$ cat config.mk
export PLATFORM = sky130hd
export DESIGN_NAME = mem_req_arbiter
export DESIGN_NICKNAME = d
export VERILOG_FILES = /design/src/rtl/mem_req_arbiter.sv
export SDC_FILE = /design/constraint.sdc
export NUM_CORES = 1
export LEC_CHECK = 0
export BUFFER_PORTS_ARGS = -buffer_cell sky130_fd_sc_hd__buf_2
export CAP_MARGIN = 20
export CORE_AREA = 5 5 105 107
export CTS_CLUSTER_DIAMETER = 120
export DETAILED_ROUTE_END_ITERATION = 12
export DIE_AREA = 0 0 110 112
export HOLD_SLACK_MARGIN = 0.02
export PLACE_DENSITY_LB_ADDON = 0.2
export SLEW_MARGIN = 20
export SYNTH_ARGS = -nofsm -noshare
export SYNTH_HDL_FRONTEND = slang
export SYNTH_SLANG_ARGS = --single-unit
$ cat constraint.sdc
create_clock -name clk -period 2 [get_ports clk]
set_input_delay 0.2 -clock clk [delete_from_list [all_inputs] [get_ports clk]]
set_output_delay 0.2 -clock clk [all_outputs]
set_load 0.01 [all_outputs]
$ cat src/rtl/mem_req_arbiter.sv
// Two-requester (instruction/data) arbiter onto one in-order memory request bus.
// Optional build macro ARB_ROUND_ROBIN_EN: ties alternate instead of data always winning.
//
// state  | meaning
// IDLE   | no grant pending; grant decided combinationally each cycle
// HOLD_I | instruction grant waiting for mem_addr_ok, bus held stable
// HOLD_D | data grant waiting for mem_addr_ok, bus held stable
module mem_req_arbiter #(
  parameter int OUTSTANDING_DEPTH = 4
) (
  input  logic        clk,
  input  logic        reset,
  input  logic        inst_req,
  input  logic [31:0] inst_addr,
  output logic        inst_addr_ok,
  output logic        inst_data_ok,
  output logic [31:0] inst_rdata,
  input  logic        data_req,
  input  logic        data_wr,
  input  logic [2:0]  data_size,
  input  logic [31:0] data_addr,
  input  logic [3:0]  data_wstrb,
  input  logic [31:0] data_wdata,
  output logic        data_addr_ok,
  output logic        data_data_ok,
  output logic [31:0] data_rdata,
  output logic        mem_req,
  output logic        mem_wr,
  output logic [2:0]  mem_size,
  output logic [31:0] mem_addr,
  output logic [3:0]  mem_wstrb,
  output logic [31:0] mem_wdata,
  input  logic        mem_addr_ok,
  input  logic        mem_data_ok,
  input  logic [31:0] mem_rdata
);

  localparam int PW = $clog2(OUTSTANDING_DEPTH);
  localparam int CW = $clog2(OUTSTANDING_DEPTH + 1);

  typedef enum logic [1:0] {IDLE, HOLD_I, HOLD_D} state_t;

  state_t                       state_q, state_d;
  logic [CW-1:0]                count_q;
  logic [PW-1:0]                wr_ptr_q, rd_ptr_q;
  logic [OUTSTANDING_DEPTH-1:0] owner_q;
  logic                         full, gnt_i, gnt_d, accept, pop, head_owner, data_wins;

  assign full       = (count_q == CW'(OUTSTANDING_DEPTH));
  assign head_owner = owner_q[rd_ptr_q];
  assign accept     = !reset && (gnt_i || gnt_d) && mem_addr_ok;
  assign pop        = !reset && mem_data_ok && (count_q != '0);

`ifdef ARB_ROUND_ROBIN_EN
  logic last_data_q;

  always_ff @(posedge clk) begin
    if (reset)
      last_data_q <= 1'b0;
    else if (accept)
      last_data_q <= gnt_d;
  end

  assign data_wins = !last_data_q;
`else
  assign data_wins = 1'b1;
`endif

  // A full owner FIFO freezes the grant logic entirely, including any hold.
  always_comb begin
    state_d = state_q;
    gnt_i   = 1'b0;
    gnt_d   = 1'b0;
    if (!full) begin
      case (state_q)
        IDLE: begin
          if (data_req && (!inst_req || data_wins))
            gnt_d = 1'b1;
          else if (inst_req)
            gnt_i = 1'b1;
          if (gnt_d && !mem_addr_ok)
            state_d = HOLD_D;
          else if (gnt_i && !mem_addr_ok)
            state_d = HOLD_I;
        end
        HOLD_I: begin
          gnt_i   = inst_req;
          state_d = (inst_req && !mem_addr_ok) ? HOLD_I : IDLE;
        end
        HOLD_D: begin
          gnt_d   = data_req;
          state_d = (data_req && !mem_addr_ok) ? HOLD_D : IDLE;
        end
        default: state_d = IDLE;
      endcase
    end
  end

  always_comb begin
    mem_req      = 1'b0;
    mem_wr       = 1'b0;
    mem_size     = 3'd0;
    mem_addr     = 32'd0;
    mem_wstrb    = 4'd0;
    mem_wdata    = 32'd0;
    inst_addr_ok = 1'b0;
    data_addr_ok = 1'b0;
    inst_data_ok = 1'b0;
    data_data_ok = 1'b0;
    inst_rdata   = 32'd0;
    data_rdata   = 32'd0;
    if (!reset) begin
      mem_req = gnt_i || gnt_d;
      if (gnt_d) begin
        mem_wr    = data_wr;
        mem_size  = data_size;
        mem_addr  = data_addr;
        mem_wstrb = data_wstrb;
        mem_wdata = data_wdata;
      end else if (gnt_i) begin
        mem_size = 3'd2;
        mem_addr = inst_addr;
      end
      inst_addr_ok = gnt_i && mem_addr_ok;
      data_addr_ok = gnt_d && mem_addr_ok;
      inst_data_ok = pop && !head_owner;
      data_data_ok = pop && head_owner;
      inst_rdata   = mem_rdata;
      data_rdata   = mem_rdata;
    end
  end

  always_ff @(posedge clk) begin
    if (reset) begin
      state_q  <= IDLE;
      count_q  <= '0;
      wr_ptr_q <= '0;
      rd_ptr_q <= '0;
      owner_q  <= '0;
    end else begin
      state_q <= state_d;
      if (accept) begin
        owner_q[wr_ptr_q] <= gnt_d;
        wr_ptr_q          <= wr_ptr_q + PW'(1);
      end
      if (pop)
        rd_ptr_q <= rd_ptr_q + PW'(1);
      case ({accept, pop})
        2'b10:   count_q <= count_q + CW'(1);
        2'b01:   count_q <= count_q - CW'(1);
        default: count_q <= count_q;
      endcase
    end
  end

endmodule

* Yosys cells after proc, flatten, opt, wreduce, memory -nomap -nowiden
Cells that the tools add are included.
** Word-level totals
- Bits in registers :: 13
- Bits in latches :: 0
- Memory bits (writable) :: 0
- Memory bits (read-only) :: 0
- Input bits :: 142
- Output and inout bits :: 141
- Word-level logic and storage cells :: 80
- Memories kept :: 0
** Operators by class
- Add/sub/neg operators :: 4
- $mul :: 0
- Div/mod/pow operators :: 0
- $lt $le $gt $ge :: 3
- Equal/unequal tests :: 6
- Shifts and indexed selects :: 0
- Mux-type cells :: 40
- Bitwise logic cells :: 1
- Reductions and logical operators :: 21
** Operators with widths (number)
- $mux W32 :: 6
- $mux W1 :: 19
- $logic_and A1 B1 Y1 :: 13
- $mux W2 :: 4
- $mux W4 :: 2
- $lt A2 B3 Y1 const B :: 2
- $mux W3 :: 2
- $pmux W2 S3 :: 1
- $pmux W3 S2 :: 1
- $add A2 B1 Y2 const B :: 2
- $bwmux W4 :: 1
- $eq A2 B1 Y1 const B :: 2
- $eq A2 B2 Y1 const B :: 2
- $pmux W1 S2 :: 2
- $add A3 B1 Y3 const B :: 1
- $eq A3 B3 Y1 const B :: 1
- $logic_not A1 Y1 :: 3
- $ne A3 B3 Y1 const B :: 1
- $reduce_bool A3 Y1 :: 1
- $sub A3 B1 Y3 const B :: 1
- $bmux W1 S2 :: 1
- $demux W1 S2 :: 1
- $ge A2 B1 Y1 const B :: 1
- $logic_not A2 Y1 :: 1
- other kinds (4) :: 4

* Depth between registers and ports, before layout
- Depth in word-level cells :: 11
- Gate-level depth with buffers :: 9
- Gate-level depth less buffers :: 8

* Worst setup path after synthesis
OpenSTA, ideal clock, no wires.
- Path kind :: register to register
- Start point :: register count_q[0]
- End point :: register count_q[2]
- Library setup time :: 71 ps
- Arrival time :: 2111 ps
- Data required time :: 1929 ps
- Setup slack :: -182 ps
- Cell stages (with the launch flop) :: 10
- Clock period less this slack :: 2182 ps
- Cells stage by stage :: dfxtp_1 > or3b_1 > buf_6 > o211ai_2 > ha_1 > inv_1 > fa_1 > xor2_1 > or3_1 > a21oi_1
** On the way
- Word-level cells in the longest chain between the ends :: 7
- Elaborated cells on any way between the ends :: 14
- Those cells by class :: add/sub (2); eq/ne (3); mux (3); reduce/logical (6)
** Ends and longest elaborated chain
- start, declared :: line 44 : logic [CW-1:0] count_q;
- start signal, assigned :: line 149 : 2'b10: count_q <= count_q + CW'(1);
- start signal, assigned :: line 150 : 2'b01: count_q <= count_q - CW'(1);
- start signal, assigned :: line 151 : default: count_q <= count_q;
- $eq A3 B3 Y1 :: line 49 : assign full = (count_q == CW'(OUTSTANDING_DEPTH));
- $mux W1 :: line 74 : if (!full) begin
- $logic_or A1 B1 Y1 :: line 51 : assign accept = !reset && (gnt_i || gnt_d) && mem_addr_ok;
- $logic_and A1 B1 Y1 (2 in a row) :: line 51
- $eq A2 B1 Y1 / $eq A2 B2 Y1 (equally long branches) :: line 148 : case ({accept, pop})
- $pmux W3 S2 / $reduce_bool A2 Y1 (equally long branches)
Several ways; a longest one is shown, not always the timed one.
A chain may end at the register's enable or synchronous reset.

* Worst setup path after layout
- Start point :: register count_q[1]
- End point :: register count_q[2]
The elaborated chain is that of the path after synthesis.

==> reports/results.txt <==
result of the run - complete, but fails checks
violations in the final reports - setup timing
number of synthesized flops with an enable pin - 0
max-slew violation count - 0
overall die area - 0.0123 sq mm
clock-pin slew of the registers on the worst-case setup and hold paths - 60 ps
beginning of the worst hold path - data_req
ANT nets after route - 0
cell area after placement - 0.00339 sq mm
area leader, netlist - dfxtp_1
maximum frequency from static timing analysis - 497 MHz
number of diodes added for antenna fixing - 0
startpoint class of the critical path - flop
library cell with the highest instance count after synthesis - and2_1
routed length per instance - 13.0 microns
Post-Syn Area - 0.00210 sq mm
drt first pass iters - 4
Area growth syn-to-layout - 65.6%
global-route wire length before repair - 13100 microns
number of register bits inferred by synthesis - 13
number of nets at the end of the flow - 708
clock network fraction of design power - 0.193
total number of clock tree sinks - 13
power density over the cells - 348 mW/mm^2
switching power as a share of total power - 0.385
summed area of non-filler cells in the final layout - 0.00348 sq mm
buffer cell driving the clock tree root - clkbuf_8
multiplexer area fraction after synthesis - 0.0250
via count - 2888
most common flop cell mapped by yosys - dfxtp_1
Post-Synth XOR/XNOR Area - 0.00832
simple-gate area share of the yosys netlist - 0.462
vertical extent of the die - 112 microns
Worst EP required - 2170 ps
crit path DAT - 2180 ps
placer's final routability congestion estimate - 0.771
largest clock skew in the final design - 0.447 ps
worst-margin pin slew - 502 ps
via count of the first global-routing pass - 2680
critical path type - flop to flop
mean instance size in the synthesized netlist - 6.66 sq um
Reg-to-Reg Start - count_q[1]
sequential element share of the synthesized area - 0.124
maxcap violations - 0
total half-perimeter wirelength after legalization and detailed placement - 7450 microns
Port Buffers - 282
top cell type's share of synthesized area - 0.124
Setup crit start - count_q[1]
count of final hold-check violations - 0
Die W - 110 microns
pin count of the biggest net entering global routing - 41
share of the clock period used by the worst path after layout - 1.01
tightest slew margin relative to the limit - 0.663
number of warning messages in the yosys log - 0
sw power - 0.466 mW
Pint - 0.746 mW
Starting DRT DRC Count - 225
maximum number of buffers from clock root to sink - 2
worst vdd rail ir drop - 0.184 mV
static power due to leakage - 2.00 nW
Worst setup EP type - flop
portion of total power attributed to combinational logic - 0.569
total I/O pin count - 283
DRC violation count after routing - 0
unique cell type count in the Yosys netlist - 35
Post-Synth Adder-Cell Area - 0.0392
total wire length after detailed routing - 9020 microns
number of buffers inserted during clock tree synthesis - 3
post-synthesis compound-gate area fraction - 0.130
synthesized netlist net count - 464
Gate Count Post-Synth - 316
critical path fanouts, max - 2
dominant combinational cell family by area after synthesis - simple AND/OR/NAND/NOR gates
core region area - 0.0100 sq mm
number of vias per cell - 4.16
total placed cells including tap cells - 689
filler instances - 1106
ys async rst share - 0
Post-Place Worst Slack - -56.6 ps
biggest area contributors in the synthesized netlist - dfxtp_1, and2_1, buf_4, nor2b_1, a21oi_1
fraction of layout cells with a size suffix above 1 - 0.572
initial antenna violation count - 0
count of final setup violators - 1
count of placed standard cells in the final layout, fillers left out - 695
Flop pwr share - 0.238
effective utilization at floorplan - 0.209
CTS tree - yes
GRT Residual Overflow - 0
Register Area - 263 sq um
clock insertion delay at the later pin of the skew report - 240 ps
Tot GR Track Use - 0.127
post-route minimum period - 2010 ps
number of rows created at floorplan - 37
CTS HTree Levels - 1
total power - 1.21 mW
Worst Hold Class - primary input to flop
unrepaired setup endpoints after global routing - true
setup slack of the critical path after layout - -10.7 ps
top post-synthesis cells by count - and2_1, nor2b_1, a21oi_1
area occupied by multi-input gates - 0.00144 sq mm
-- worst paths after layout --
path / to / slack, ps / depth (start not counted)
min: state_q[0] / 300 / 4
min reg2reg: state_q[1] / 470 / 2
max reg2reg: count_q[2] / -10 / 8
max: count_q[2] / -10 / 8
-- flip-flops by register name (all words and copies together) (netlist names) --
register / cells
rd_ptr_q: 2
owner_q: 4
state_q: 2
wr_ptr_q: 2
count_q: 3
-- layer usage --
layer  track usage  vias to the layer above  part of all wire
met5             0                        -                 0
met4        0.0125                        0            0.0017
met3        0.0261                        4              0.10
met2         0.229                      136              0.49
met1         0.158                     1262              0.40
li1              -                     1486                 -
-- worst max-delay path, stage by stage (launching register included) --
cell and delay (ps):
dfxtp_2 320, or3b_4 410, o211ai_4 100, ha_4 170, inv_2 30, fa_2 320
xor2_1 150, or3_1 320, a21oi_2 120
-- logic make-up (layout without fill, tap and decap cells) --
logic type,after synthesis,count (layout)
buf+inv,67,310
fa+ha+maj,6,6
simple gates,177,177
flops,13,13
compound gates,47,47
xor+xnor,2,2
mux,4,4
-- metrics by stage --
| stage | util | setup TNS (ps) | hold WS, ps |
|---|---|---|---|
| final | 0.347 | -10.7 | 300 |
| after floorplan | - | -110 | 399 |
| after global routing | 0.347 | -363 | 316 |
| after CTS | 0.343 | -50.1 | 300 |
| after detailed placement | 0.337 | -56.6 | 470 |
| after global placement | 0.337 | -16.1 | 454 |
-- power groups by stage --
stage	clock [mW]	combinational, mW	sequential (mW)
final	0.234	0.690	0.288
after global routing	0.259	0.765	0.290
after CTS	0.243	0.686	0.288
after detailed placement	0	0.680	0.293
after global placement	0	0.675	0.292
after floorplan	0	0.404	0.293
-- timing repair --
item / in CTS / in global routing
buffers inserted: 1 / 1
setup endpoints to repair: 1 / 13
cloned: 0 / 0
hold endpoints to repair: 0 / 0
resized for setup: 3 / 5
hold buffers: 0 / 0
pin swaps: 1 / 1
-- cell type report --
cell class / count / area share
timing repair buffer: 299 / 0.442
multi-input combinational: 236 / 0.414
tap: 136 / 0.0488
sequential: 13 / 0.0754
clock buffer: 4 / 0.0129
inverter: 7 / 0.00754
-- layout by cell type (no fill, tap or decap), drive strengths merged --
cell and count:
or3 2, clkbuf 4, nand2 36, nand3 33, a21oi 39, mux2i 3
nand4 4, nor3 5, mux4 1, o21ai 2, nor3b 2, o211ai 2
fa 1, a32o 4, buf 299, inv 7, xor2 2, nor2 8
or3b 1, ha 5, dfxtp 13, nor2b 39, nand2b 7, and2 40
Note: power is estimated with default switching activity, not from simulation.
